===== config.mk =====
export PLATFORM = sky130hd
export DESIGN_NAME = kianv_sc_mem_bridge
export DESIGN_NICKNAME = d
export VERILOG_FILES = /design/src/rtl/kianv_sc_mem_bridge.sv
export SDC_FILE = /design/constraint.sdc
export NUM_CORES = 1
export LEC_CHECK = 0
export CORE_UTILIZATION = 40
export DETAILED_ROUTE_END_ITERATION = 10
export PLACE_DENSITY = 0.9
export SYNTH_ARGS = -nofsm -noshare
export SYNTH_HDL_FRONTEND = slang
export SYNTH_SLANG_ARGS = --single-unit

===== constraint.sdc =====
create_clock -name clk -period 1.7 [get_ports clk]
set_input_delay 0.34 -clock clk [delete_from_list [all_inputs] [get_ports clk]]
set_output_delay 0.34 -clock clk [all_outputs]
set_load 0.01 [all_outputs]

===== src/rtl/kianv_sc_mem_bridge.sv =====
// Data-port bridge between the single-cycle kianv core and a valid/ready bus.
// Optional wait-state timeout is compiled in with `define KIANV_MEM_BRIDGE_TIMEOUT_EN.
module kianv_sc_mem_bridge #(
   parameter int unsigned TIMEOUT_CYCLES = 255,
   parameter logic [31:0] TIMEOUT_RDATA  = 32'hFFFF_FFFF
) (
   input  logic        clk,
   input  logic        resetn,
   input  logic        cpu_req,
   input  logic [31:0] cpu_addr,
   input  logic [31:0] cpu_wdata,
   input  logic [3:0]  cpu_wmask,
   output logic [31:0] cpu_rdata,
   output logic        cpu_stall,
   output logic        mem_valid,
   input  logic        mem_ready,
   output logic [31:0] mem_addr,
   output logic [31:0] mem_wdata,
   output logic [3:0]  mem_wstrb,
   input  logic [31:0] mem_rdata,
   output logic        timeout
);

   typedef enum logic [1:0] {
      IDLE = 2'd0,
      REQ  = 2'd1,
      DONE = 2'd2
   } state_t;

   state_t state;

   // The core only advances on the DONE cycle; reset also releases it.
   assign cpu_stall = resetn & cpu_req & (state != DONE);

`ifdef KIANV_MEM_BRIDGE_TIMEOUT_EN
   localparam int unsigned CW = (TIMEOUT_CYCLES > 1) ? $clog2(TIMEOUT_CYCLES) : 1;
   localparam logic [CW-1:0] WAIT_LAST = CW'(TIMEOUT_CYCLES - 1);

   logic [CW-1:0] wait_cnt;
   logic          unused_sig;

   assign unused_sig = ^cpu_addr[1:0];
`else
   logic unused_sig;

   assign unused_sig = ^{cpu_addr[1:0], TIMEOUT_CYCLES, TIMEOUT_RDATA};
   assign timeout    = 1'b0;
`endif

   always_ff @(posedge clk) begin
      if (!resetn) begin
         state     <= IDLE;
         mem_valid <= 1'b0;
         mem_addr  <= 32'd0;
         mem_wdata <= 32'd0;
         mem_wstrb <= 4'd0;
         cpu_rdata <= 32'd0;
`ifdef KIANV_MEM_BRIDGE_TIMEOUT_EN
         wait_cnt  <= '0;
         timeout   <= 1'b0;
`endif
      end else begin
`ifdef KIANV_MEM_BRIDGE_TIMEOUT_EN
         timeout <= 1'b0;
`endif
         case (state)
            IDLE: begin
               if (cpu_req) begin
                  mem_addr  <= {cpu_addr[31:2], 2'b00};
                  mem_wdata <= cpu_wdata;
                  mem_wstrb <= cpu_wmask;
                  mem_valid <= 1'b1;
`ifdef KIANV_MEM_BRIDGE_TIMEOUT_EN
                  wait_cnt  <= '0;
`endif
                  state     <= REQ;
               end
            end
            REQ: begin
               // mem_ready wins over a timeout landing in the same cycle.
               if (mem_ready) begin
                  cpu_rdata <= mem_rdata;
                  mem_valid <= 1'b0;
                  state     <= DONE;
               end
`ifdef KIANV_MEM_BRIDGE_TIMEOUT_EN
               else if (wait_cnt == WAIT_LAST) begin
                  cpu_rdata <= TIMEOUT_RDATA;
                  mem_valid <= 1'b0;
                  timeout   <= 1'b1;
                  state     <= DONE;
               end else begin
                  wait_cnt <= wait_cnt + 1'b1;
               end
`endif
            end
            DONE: begin
               state <= IDLE;
            end
            default: begin
               state     <= IDLE;
               mem_valid <= 1'b0;
            end
         endcase
      end
   end

endmodule

=== Yosys cells after proc, flatten, opt, wreduce, memory -nomap -nowiden ===
Index checks and enable logic that the tools add are counted.

* Register bits after elaboration: 101
* Bits of input ports: 104
* Output and inout bits: 103
* Word-level logic and storage cells: 25

* Equality and inequality tests: 5
* Muxes and demuxes: 6
* Bitwise logic cells: 3
* Reduce and logical (&&, ||, !) cells: 5

{| class="wikitable"
|+ Operators with widths
! cell !! number
|-
| $ne 2x2->1 const B || 3
|-
| $reduce_and 2->1 || 3
|-
| $mux 2 || 2
|-
| $pmux 2 s2 || 1
|-
| $pmux 1 s3 || 1
|-
| $reduce_and 3->1 || 1
|-
| $and 1x1->1 || 2
|-
| $eq 2x1->1 const B || 1
|-
| $eq 2x2->1 const B || 1
|-
| $logic_not 2->1 || 1
|-
| $mux 1 || 2
|-
| $not 1->1 || 1
|}

=== Logic depth before layout (Yosys ltp) ===
* Depth after elaboration: 3
* Gate-level depth with buffers: 5
* Depth with buffers taken out: 2

=== Worst setup path after synthesis ===
Ideal clock, no wire load.

* Path kind: input port to output port
* Start: in resetn
* End: out cpu_stall
* Arrival time: 1061 ps
* Required time: 1360 ps
* Setup slack: 299 ps
* Stages on the path: 4
* Cells stage by stage: buf_2 > buf_1 > nand2_1 > a21oi_1

* Cells in the longest elaborated chain, start to end: 2

{| class="wikitable"
|+ Ends and longest elaborated chain
! element !! line !! RTL
|-
| start: declaration || 8 || <nowiki>input logic resetn,</nowiki>
|-
| $and 1x1->1 (2 in a row) || 33 || <nowiki>assign cpu_stall = resetn & cpu_req & (state != DONE);</nowiki>
|-
| end: declaration || 14 || <nowiki>output logic cpu_stall,</nowiki>
|}

No other way between the ends.

=== Final worst setup path ===
* Start: reg mem_addr[26]
* End: out mem_addr[26]

{| class="wikitable"
|+ RTL lines
! element !! line !! RTL
|-
| start: declaration || 17 || <nowiki>output logic [31:0] mem_addr,</nowiki>
|-
| start signal: assignment || 69 || <nowiki>mem_addr <= {cpu_addr[31:2], 2'b00};</nowiki>
|}

No word-level cell between the ends.

==> results.yml <==
status:
  status: "finished, final reports clean"
die:
  num_rows: 36
  start_util_pct: 41.3
  dieHeight_um: 102
  pin_count: 207
  core-area_um2: 9770
  dieWidth_um: 102
  die-area_um2: 10500
layout:
  nFillCells: 822
  final_common_cell: "clkdlybuf4s50_1"
  stdcell_area_um2: 6340
  antenna_cells: 0
  drive_gt1_share_pct: 4.38
  layout_common_cells: "clkdlybuf4s50_1 (199), nand2_1 (198), dfxtp_1 (101), mux2i_1 (98), clkbuf_8 (9)"
  area_growth_pct: 57.3
  nNetsFinal: 739
  fin_util_pct: 64.9
placed_design:
  dp_slack_ns: -0.178
  portBuffers: 201
  placed_area_um2: 6180
  gp_congestion: 0.726
  dp_hpwl_mm: 7.42
setup_path:
  crit_end: "mem_addr[26]"
  arrival_ns: 1.27
  path_delay_family: "buffers and inverters"
  worst-path-buf-inv: 1
  r2r_setup_slack_ns: 0.38
  critPathKind: "register to primary output"
  reg2reg_depth: 5
  crit_cells: 1
  crit_chain: "clkdlybuf4s50_1"
  critPathMaxFanout: 2
  worstSetupEndpointType: "primary output"
  max_stage_delay_ns: 0.56
  cp_slowest_cell: "clkdlybuf4s50_1"
  crit_path_start_kind: "register"
  timing.rr.start: "state[0]$_SDFFE_PN0P_"
  required_ns: 1.36
  critPathLaunch: "mem_addr[26]$_SDFFE_PN0P_"
  r2r-end: "mem_addr[29]$_SDFFE_PN0P_"
clock_tree:
  postCtsSetupBuffers: 0
  insertion_delay_ns: 0.35
  cts_buffer_depth: 2
  cts_tree: "yes"
  clk_pin_slew_ns: 0.09
  cts-root-buf: "clkbuf_8"
  cts_made_buffers: 9
  clkSinkCount: 101
  htree_levels: 3
power_and_ir_drop:
  peakVddDrop_mv: 0.593
  seqPwrFrac_pct: 51.9
  share_clk_of_total_power_pct: 27.0
  swShare_pct: 26.1
  power.leakage_nw: 2.50
  switchingPower_mw: 1.30
  p_int_mw: 3.69
  power.density_nw_per_um2: 786
  p_comb_share_pct: 21.1
logic_synthesis:
  synth_top_area_cell: "dfxtp_1"
  yosys_warnings: 0
  synth_seq_cells: 101
  synth_area_um2: 4030
  ys_types: 18
  synth_cells: 446
  synth_area_per_cell_um2: 9.04
  synth_top_area_share_pct: 50.1
  synthTopCellsByArea: "dfxtp_1 (50%), mux2i_1 (24%), nand2_1 (18%)"
  seq_area_frac_synth_pct: 50.1
run:
  drv_cap: 0
sta:
  worst_pin_slew_ns: 0.756
  layout_setup_ws_ns: 0.0905
  max_freq_mhz: 621
  whs_ns: 0.460
  min_period_over_period_pct: 94.7
  finalSetupViolations: 0
  hold_violations: 0
  rsz0062_at_grt: "no"
  max_slew_margin_pct: 49.6
  setup_tns_ns: 0
  slew_viol_final: 0
  min_period_ns: 1.61
  fin_worst_skew_ns: 0.0146
global_routing:
  grt_max_degree: 200
  grt_first_pass_wirelength_mm: 15.0
  grt-ovfl-total: 0
  track_usage_pct: 18.1
  grt_pass1_vias: 3351
  antenna_found_initial: 0
drt:
  drtIter0Drc: 106
  wl_per_cell_um: 12.9
  firstDrtPassIters: 4
  num_vias: 3551
  viasPerCell: 4.59
  postRouteAntennaNets: 0
  routed_wl_mm: 9.98
  drc: 0
min_path:
  min-delay-path-class: "register to register"
-- routing by layer --
| metal | up-vias | wire length, um | share of wire [%] | track usage, % |
|---|---|---|---|---|
| met5 | - | 0 | 0 | 0 |
| met4 | 0 | 149 | 1.5 | 6.70 |
| met3 | 15 | 765 | 7.7 | 5.81 |
| met2 | 130 | 5150 | 52 | 33.8 |
| met1 | 1613 | 3910 | 39 | 18.9 |
| li1 | 1793 | - | - | - |
-- power groups by stage --
| stage | Clock (mW) | Combinational, mW | Sequential, mW |
|---|---|---|---|
| floorplan | 0 | 0.380 | 2.71 |
| global placement | 0 | 1.04 | 2.63 |
| detailed placement | 0 | 1.06 | 2.64 |
| CTS | 1.40 | 1.07 | 2.59 |
| global route | 1.49 | 1.13 | 2.61 |
| finish | 1.35 | 1.05 | 2.59 |
-- metrics by stage --
step	std cells	power [mW]
after floorplan	448	3.09
after global placement	757	3.67
after detailed placement	757	3.71
after CTS	773	5.05
after global routing	773	5.23
final	773	4.99
-- synthesized netlist by cell type, drive strengths merged --
| cell type | instances |
|---|---|
| mux2i | 98 |
| conb | 1 |
| clkbuf | 8 |
| a22o | 1 |
| buf | 28 |
| and3b | 1 |
| a21oi | 2 |
| nand2b | 3 |
| nor3b | 1 |
| o21ai | 1 |
| and2 | 1 |
| dfxtp | 101 |
| nor2 | 1 |
| nand2 | 198 |
| inv | 1 |
-- flip-flops by register name, summed over array words and instances (netlist names) --
register	flops
state	2
cpu_rdata	32
mem_wstrb	4
mem_addr	30
mem_valid	1
mem_wdata	32
-- layout make-up --
| class | instances | area, um^2 | share of cell area, % |
|---|---|---|---|
| sequential | 101 | 2020 | 31.9 |
| multi-input combinational | 310 | 1820 | 28.6 |
| timing repair buffer | 212 | 2170 | 34.1 |
| clock inverter | 5 | 37.5 | 0.592 |
| clock buffer | 11 | 131 | 2.07 |
| tap | 133 | 166 | 2.62 |
| inverter | 1 | 3.75 | 0.0592 |
-- kinds of logic (layout without fill, tap and decap cells) --
logic type	Yosys count	in the layout	synth area share, %
AOI/OAI and AO/OA	4	4	0.589
buffers and inverters	37	229	5.18
DFF	101	101	50.1
muxes	98	98	24.3
other	1	3	0.0930
and+or+nand+nor	205	205	19.7
-- worst min-delay path by stage --
stage	from	cells past startpoint	endpoint	slack [ns]
detailed placement	mem_wstrb[0]$_SDFFE_PN0P_	2	mem_wstrb[0]$_SDFFE_PN0P_	0.45
global route	mem_wdata[22]$_SDFFE_PN0P_	2	mem_wdata[22]$_SDFFE_PN0P_	0.47
global placement	mem_addr[28]$_SDFFE_PN0P_	2	mem_addr[28]$_SDFFE_PN0P_	0.44
finish	mem_wdata[6]$_SDFFE_PN0P_	2	mem_wdata[6]$_SDFFE_PN0P_	0.46
CTS	mem_addr[27]$_SDFFE_PN0P_	2	mem_addr[27]$_SDFFE_PN0P_	0.46
floorplan	mem_ready	2	state[1]$_SDFFE_PN0P_	0.47
-- what timing repair did --
item                       in CTS  in global routing
setup endpoints to repair       1                  0
gates resized for setup         1                  0
hold buffers                    0                  0
(Power assumes the default switching activity.)
